$ cat src/rtl/tinyfpga_cfg_loader_if.sv
// Programming-port interface of the tinyFPGA configuration loader.
//   prog_en    : programming mode request            (master -> slave)
//   prog_valid : prog_in carries a beat this cycle   (master -> slave)
//   prog_in    : LANES-wide configuration beat       (master -> slave)
//   prog_out   : chain tail for daisy-chaining       (slave -> master)
interface tinyfpga_cfg_loader_if #(
  parameter int LANES = 1
);
  logic             prog_en;
  logic             prog_valid;
  logic [LANES-1:0] prog_in;
  logic [LANES-1:0] prog_out;

  modport master (
    output prog_en,
    output prog_valid,
    output prog_in,
    input  prog_out
  );

  modport slave (
    input  prog_en,
    input  prog_valid,
    input  prog_in,
    output prog_out
  );
endinterface

$ cat src/rtl/tinyfpga_cfg_loader.sv
// Configuration front-end for the tinyFPGA fabric.
// A LANES-wide serial bitstream is shifted into a CFG_BITS chain, then checked
// against a trailing column-parity beat. Only a verified image is copied to the
// shadow configuration cfg_out. The fabric is held in reset and its user inputs
// are gated to zero whenever the loader is not in RUN.
// Ports:
//   clk, rst   : single clock, synchronous active-high reset
//   prog       : programming port (prog_en/prog_valid/prog_in in, prog_out out)
//   fpga_in    : user input pins
//   cfg_out    : committed configuration to the fabric
//   fabric_in  : user inputs forwarded in RUN, zero otherwise
//   fabric_rst : fabric reset, high whenever not in RUN
//   cfg_done   : a verified image is held in cfg_out
//   cfg_err    : last load failed parity or was aborted
module tinyfpga_cfg_loader #(
  parameter int N_IN     = 5,
  parameter int LANES    = 1,
  parameter int CFG_BITS = 64
) (
  input  logic                clk,
  input  logic                rst,
  tinyfpga_cfg_loader_if.slave prog,
  input  logic [N_IN-1:0]     fpga_in,
  output logic [CFG_BITS-1:0] cfg_out,
  output logic [N_IN-1:0]     fabric_in,
  output logic                fabric_rst,
  output logic                cfg_done,
  output logic                cfg_err
);

  // CFG_BITS must be a multiple of LANES.
  localparam int BEATS = CFG_BITS / LANES;
  localparam int CNT_W = $clog2(BEATS + 1);

  typedef enum logic [2:0] {
    IDLE,
    LOAD,
    DONE,
    ERR,
    RUN
  } state_t;

  state_t              state;
  state_t              ns;
  logic [CFG_BITS-1:0] cfg_sr;
  logic [CNT_W-1:0]    count;
  logic [LANES-1:0]    par;
  logic                data_beat;
  logic                check_beat;

  // Beat classification inside LOAD; an abort (prog_en low) masks both.
  assign data_beat  = (state == LOAD) && prog.prog_en && prog.prog_valid
                      && (count < CNT_W'(BEATS));
  assign check_beat = (state == LOAD) && prog.prog_en && prog.prog_valid
                      && (count == CNT_W'(BEATS));

  // NOTE: ns gets a default before the case so no path leaves it unassigned,
  // which would otherwise infer a latch.
  always_comb begin
    ns = state;
    case (state)
      IDLE: begin
        if (prog.prog_en)  ns = LOAD;
        else if (cfg_done) ns = RUN;
      end
      LOAD: begin
        if (!prog.prog_en)   ns = IDLE;
        else if (check_beat) ns = (prog.prog_in == par) ? DONE : ERR;
      end
      DONE:    if (!prog.prog_en) ns = RUN;
      ERR:     if (!prog.prog_en) ns = IDLE;
      RUN:     if (prog.prog_en)  ns = LOAD;
      default: ns = IDLE;
    endcase
  end

  // NOTE: all state uses non-blocking assignments so every register samples
  // pre-edge values regardless of statement order.
  always_ff @(posedge clk) begin
    if (rst) begin
      state         <= IDLE;
      // NOTE: the chain is cleared by reset because prog_out streams its
      // contents out; an unreset chain would leak X onto the daisy chain.
      cfg_sr        <= '0;
      cfg_out       <= '0;
      count         <= '0;
      par           <= '0;
      prog.prog_out <= '0;
      fabric_in     <= '0;
      fabric_rst    <= 1'b1;
      cfg_done      <= 1'b0;
      cfg_err       <= 1'b0;
    end else begin
      state      <= ns;
      // Fabric controls follow the next state so they switch with the state.
      fabric_rst <= (ns != RUN);
      fabric_in  <= (ns == RUN) ? fpga_in : '0;

      // Entering LOAD starts a fresh image; cfg_sr is deliberately kept so
      // the previous image streams out of prog_out.
      if (state != LOAD && ns == LOAD) begin
        count   <= '0;
        par     <= '0;
        cfg_err <= 1'b0;
      end

      if (state == LOAD && !prog.prog_en) begin
        cfg_err <= 1'b1;
      end

      if (data_beat) begin
        cfg_sr        <= (cfg_sr << LANES) | CFG_BITS'(prog.prog_in);
        prog.prog_out <= cfg_sr[CFG_BITS-1 -: LANES];
        par           <= par ^ prog.prog_in;
        count         <= count + 1'b1;
      end

      // Check beat is compared, never shifted.
      if (check_beat) begin
        if (prog.prog_in == par) begin
          cfg_out  <= cfg_sr;
          cfg_done <= 1'b1;
        end else begin
          cfg_err  <= 1'b1;
        end
      end
    end
  end

endmodule

$ cat src/flat_wrapper.sv
// flat-port wrapper written by rule: the top's interface ports become plain ports
module tinyfpga_cfg_loader_flat 
#(
  parameter int N_IN     = 5,
  parameter int LANES    = 1,
  parameter int CFG_BITS = 64
)
  (clk, rst, fpga_in, cfg_out, fabric_in, fabric_rst, cfg_done, cfg_err, prog_prog_en, prog_prog_valid, prog_prog_in, prog_prog_out);
  tinyfpga_cfg_loader_if #(.LANES(LANES)) prog_i ();
  input  logic clk;
  input  logic rst;
  input  logic [N_IN-1:0] fpga_in;
  output logic [CFG_BITS-1:0] cfg_out;
  output logic [N_IN-1:0] fabric_in;
  output logic fabric_rst;
  output logic cfg_done;
  output logic cfg_err;
  input wire logic [$bits(prog_i.prog_en)-1:0] prog_prog_en;
  input wire logic [$bits(prog_i.prog_valid)-1:0] prog_prog_valid;
  input wire logic [$bits(prog_i.prog_in)-1:0] prog_prog_in;
  output wire logic [$bits(prog_i.prog_out)-1:0] prog_prog_out;
  assign prog_i.prog_en = prog_prog_en;
  assign prog_i.prog_valid = prog_prog_valid;
  assign prog_i.prog_in = prog_prog_in;
  assign prog_prog_out = prog_i.prog_out;
  tinyfpga_cfg_loader #(.N_IN(N_IN), .LANES(LANES), .CFG_BITS(CFG_BITS)) u_core (.clk(clk), .rst(rst), .prog(prog_i), .fpga_in(fpga_in), .cfg_out(cfg_out), .fabric_in(fabric_in), .fabric_rst(fabric_rst), .cfg_done(cfg_done), .cfg_err(cfg_err));
endmodule
$ cat config.mk
export PLATFORM = sky130hd
export DESIGN_NAME = tinyfpga_cfg_loader_flat
export DESIGN_NICKNAME = d
export VERILOG_FILES = /design/src/rtl/tinyfpga_cfg_loader_if.sv /design/src/rtl/tinyfpga_cfg_loader.sv /design/src/flat_wrapper.sv
export SDC_FILE = /design/constraint.sdc
export NUM_CORES = 1
export LEC_CHECK = 0
export CORE_ASPECT_RATIO = 1.25
export CORE_MARGIN = 5
export CORE_UTILIZATION = 53
export DETAILED_ROUTE_END_ITERATION = 8
export PLACE_DENSITY = 0.78
export SETUP_SLACK_MARGIN = 0.02
export SLEW_MARGIN = 20
export SYNTH_ARGS = -nofsm -noshare
export SYNTH_HDL_FRONTEND = slang
export SYNTH_SLANG_ARGS = --single-unit
$ cat constraint.sdc
create_clock -name clk -period 1.9 [get_ports clk]
set_input_delay 0.285 -clock clk [delete_from_list [all_inputs] [get_ports clk]]
set_output_delay 0.285 -clock clk [all_outputs]
set_load 0.05 [all_outputs]
# --- After elaboration in Yosys (flattened, before gate mapping) ---
# Index checks and enable logic that the tools add are counted.
classes:
  addsub: 1
  magnitude_cmp: 1
  n_eq_ne: 10
  n_mux: 17
  bitwise_logic: 3
  reduce_logical: 11
op_table:
  columns: ["operator", "n"]
  rows:
  - ["64-bit by 1-bit OR with 64-bit output", 1]
  - ["3-bit two-way mux", 7]
  - ["3-bit case mux with 5 select lines", 1]
  - ["7-bit two-way mux", 2]
  - ["7-bit by 1-bit adder with 7-bit output, second input constant", 1]
  - ["7-bit == test, second input constant", 1]
  - ["7-bit less-than comparator, second input constant", 1]
  - ["1-bit two-way mux", 7]
  - ["3-bit by 1-bit == test with 1-bit output, second input constant", 2]
  - ["3-bit by 2-bit == test with 1-bit output, second input constant", 2]
  - ["3-bit == test, second input constant", 2]
  - ["1-bit logical AND", 6]
  - ["3-bit zero test", 1]
  - ["3-bit by 1-bit inequality test with 1-bit output, second input constant", 1]
  - ["3-bit inequality test, second input constant", 1]
  - ["2-bit AND reduction", 1]
  - ["2-bit nonzero test", 1]
  - ["2-bit OR reduction", 1]
  - ["1-bit == test", 1]
  - ["1-bit zero test", 1]
  - ["1-bit inverter", 1]
  - ["1-bit bitwise XOR", 1]
totals:
  ff_bits: 148
  inputBits: 10
  out_inout_bits: 73
  elab_cells: 53

# --- Longest topological paths before layout ---
logic_depth:
  depth_word: 13
  ltp_mapped: 8
  ltp_nobuf: 6

# --- Worst setup path before layout ---
# OpenSTA, ideal clock, no wires.
synth_timing:
  path_kind: "register to register"
  startpoint: "reg u_core.count[0]"
  endpoint: "reg u_core.cfg_out[14]"
  setup_ns: 0.072
  t_arrival_ns: 1.555
  required_ns: 1.828
  setup_slack_ns: 0.273
  stages_incl_launch_ff: 9
  path_buffers: 2
  synth_period_minus_slack_ns: 1.627
  cell_sequence: "dfxtp_1 -> inv_1 -> ha_1 -> and4bb_1 -> nand3_1 -> nor3_2 -> buf_6 -> buf_12 -> mux2i_1"
synth_via:
  elab_chain_len: 3
synth_rtl:
  columns: ["item", "line_no", "text"]
  rows:
  - ["from (decl)", "tinyfpga_cfg_loader.sv:46", "logic [CNT_W-1:0] count;"]
  - ["from (signal assigned)", "tinyfpga_cfg_loader.sv:115", "count <= count + 1'b1;"]
  - ["7-bit == test", "tinyfpga_cfg_loader.sv:55", "&& (count == CNT_W'(BEATS));"]
  - ["1-bit logical AND", "tinyfpga_cfg_loader.sv:55", null]
  - ["2-bit AND reduction (no line)", null, null]
  - ["to (signal assigned)", "tinyfpga_cfg_loader.sv:121", "cfg_out <= cfg_sr;"]
  - ["to (decl)", "tinyfpga_cfg_loader.sv:24", "output logic [CFG_BITS-1:0] cfg_out,"]
# No other way between the ends.
# A chain may end at the register's enable or synchronous reset.

# --- Worst setup path in the final report ---
layout_timing:
  startpoint: "reg u_core.count[1]"
  endpoint: "reg u_core.cfg_out[35]"
# The elaborated chain is that of the path after synthesis.

==> results.json <==
{
  "result_of_the_run": "finished clean",
  "synth-warning-count": 0,
  "synth-seq-cells": 148,
  "power_frac_seq_pct": 45.9,
  "drt_first_iter_violations": 249,
  "highest_fanout_seen_on_the_critical_path": 7,
  "initial_core_util_pct": 53.66,
  "detail_route.wl_per_cell_um": 13.89,
  "finish.utilization_pct": 69.98,
  "area_delta_synth_final_pct": 30.42,
  "power_switching_share_pct": 20.31,
  "cts_tree": "built",
  "top_library_cells_by_usage_in_the_layout_fill_and_taps_aside": "dfxtp_1, nand2_1, nand2b_1, a21oi_1, mux2i_1",
  "final_hold_violation_count": 0,
  "start_kind": "flop",
  "grt_start_max_net_pins": 205,
  "p_clk_share_pct": 51.1,
  "detail_route.drc_violations": 0,
  "detailed_place.area_um2": 6870,
  "antennaDiodeCount": 0,
  "final.setup_skew_ns": 0.005492,
  "worst_ep_arrival_time_ns": 2.17,
  "area_of_the_die_um2": 13390,
  "first_pass_grt_wire_length_mm": 19.84,
  "post-layout-total-power_w": 0.006775,
  "grt_pass1_vias": 4401,
  "rsz_0062_raised_after_global_routing": "yes",
  "clk_sink_count": 148,
  "numCtsBuffers": 17,
  "ir_drop_v": 0.0006632,
  "power.combinational.fraction_pct": 3.0,
  "final-setup-viol-count": 0,
  "cts-htree-levels": 4,
  "critical_path_class": "flop to flop",
  "report.final.slew_viol_count": 0,
  "ios": 83,
  "drt_pre_antenna_iters": 6,
  "synth_enable_flop_cells": 0,
  "switchingPower_w": 0.001376,
  "fmax_mhz": 544.2,
  "synth.yosys.seq_area_share_pct": 50.06,
  "cp.required_ns": 2.23,
  "drv_cap": 0,
  "place.gp.congestion": 0.7684,
  "synthesis.nets": 654,
  "max_slew_margin_pct": 55.14,
  "via_count": 4493,
  "placement.io_buffers": 82,
  "pwr_density_cell_nw_per_um2": 877.7,
  "end_kind": "flop",
  "holdWs_ns": 0.2712,
  "holdCritPathClass": "input pin to flop",
  "ys_async_rst_share_pct": 0,
  "routed_via_density": 5.129,
  "fp.coreArea_um2": 11030,
  "gr-total-overflow": 0,
  "initial_antenna_violation_count": 0,
  "grt_use_total_pct": 17.70,
  "yosys.cell_types.count": 39,
  "syn_inst": 642,
  "final_antenna_net_count": 0,
  "layout.cells.most_common": "dfxtp_1",
  "cell_internal_pwr_w": 0.005399,
  "netlist_area_um2": 5918,
  "clock_insertion_delay_worst_skew_ns": 0.40,
  "final.min_clock_period_ns": 1.838,
  "cts.path.max_buffers": 2,
  "synthFlopType": "dfxtp_1",
  "postLayoutCellArea_um2": 7719,
  "dp_slack_ns": -0.1914,
  "row_count": 43,
  "clockRootBuffer": "clkbuf_16",
  "die_h_um": 128.1,
  "tightestPinTransition_ns": 0.6729,
  "power.static_leakage_nw": 3.075,
  "final.period_utilization_pct": 96.72,
  "post_route_cells_drive_above_1_share_pct": 10.53,
  "design.final.nets": 740,
  "syn-mean-instance-area_um2": 9.218,
  "die_w_um": 104.5,
  "fin_ws_ns": 0.06231,
  "drt_wl_total_mm": 12.17,
  "clkSlewWorstSetupHoldPaths_ns": 0.06,
  "dp_hpwl_mm": 7.437
}
cell families (layout without fill, tap and decap cells):
family | after synthesis | after routing | synth area share, %
buffers and inverters | 49 | 148 | 4.884
AND/OR/NAND/NOR | 287 | 287 | 24.95
XOR/XNOR | 1 | 1 | 0.1480
multiplexers | 64 | 64 | 10.82
adder cells (fa/ha/maj) | 2 | 2 | 0.4228
flip-flops | 148 | 148 | 50.06
AO/OA/AOI/OAI | 91 | 91 | 8.711
metrics by stage:
stage / TNS, ns / std cells
after floorplan: 0 / 642
after global placement: -4.709 / 835
after detailed placement: -8.773 / 835
after CTS: 0 / 867
after global routing: -0.3537 / 876
final: 0 / 876
worst max-delay path: stages (launching register included):
cell and delay [ns]:
dfxtp_2 0.33, inv_2 0.07, ha_4 0.13, and4bb_2 0.27, nand3_4 0.10, nor3_4 0.29, buf_6 0.21, clkbuf_16 0.17
mux2i_1 0.19
sequential cells by signal, indices dropped and copies added, names as in the netlist:
register              count
u_core.state              3
u_core.fabric_in          5
u_core.cfg_out           64
u_core.fabric_rst         1
u_core.par                1
u_core.cfg_done           1
u_core.cfg_err            1
u_core.count              7
u_core.prog.prog_out      1
u_core.cfg_sr            64
Yosys cell counts (all sizes together), types with 2 or more instances:
cell	n	area share, %
o211a	3	0.51
dfxtp	148	50
nor3	4	0.42
buf	17	2.9
and3	3	0.32
nand2	133	8.4
o21ai	2	0.17
a211oi	4	0.59
inv	5	0.32
clkbuf	27	1.7
nor2	2	0.13
nand4	2	0.21
ha	2	0.42
nor3b	2	0.44
nand2b	129	14
nand3	3	0.25
and2	5	0.53
mux2i	64	11
a21oi	73	6.2
power by group through the flow:
stage / registers, W / clock network (W) / logic [W]
final: 0.00311 / 0.00346 / 0.000201
after global placement: 0.00318 / 0 / 0.000186
after global routing: 0.00311 / 0.00367 / 0.000218
after CTS: 0.00311 / 0.00351 / 0.000192
after detailed placement: 0.00318 / 0 / 0.000190
after floorplan: 0.00318 / 0 / 0.000127
what timing repair did:
item / 4_1_cts / 5_1_grt
cloned: 0 / 3
buffers inserted: 0 / 6
resized for setup: 11 / 41
hold buffers: 0 / 0
endpoints found under the setup margin: 68 / 89
pin swaps: 1 / 2
per-layer routing:
layer | track usage, % | wire length [µm] | vias to the layer above
met2 | 30.51 | 6394 | 103
met3 | 6.045 | 588 | 15
met1 | 20.20 | 4999 | 2103
met4 | 6.707 | 183 | 0
li1 | - | - | 2272
met5 | 0 | 0 | -
cell type report:
type                    count  area, µm²
clock inverters            13      182.7
repair buffers            111       1232
flip-flops and latches    148       2967
fillers                   844       3311
multi-input cells         445       2716
clock buffers              19      432.9
well taps                 135      168.9
inverters                   5      18.77
worst paths after layout:
kind | slack [ns] | cells past startpoint | to | from
worst min-delay path | 0.27 | 3 | u_core.state[2] | rst
worst max-delay path | 0.06 | 8 | u_core.cfg_out[35] | u_core.count[1]
worst max register to register | 0.06 | 8 | u_core.cfg_out[35] | u_core.count[1]
worst min register to register | 0.46 | 2 | u_core.cfg_sr[16] | u_core.cfg_sr[15]
Power figures use the tool's default switching activity.
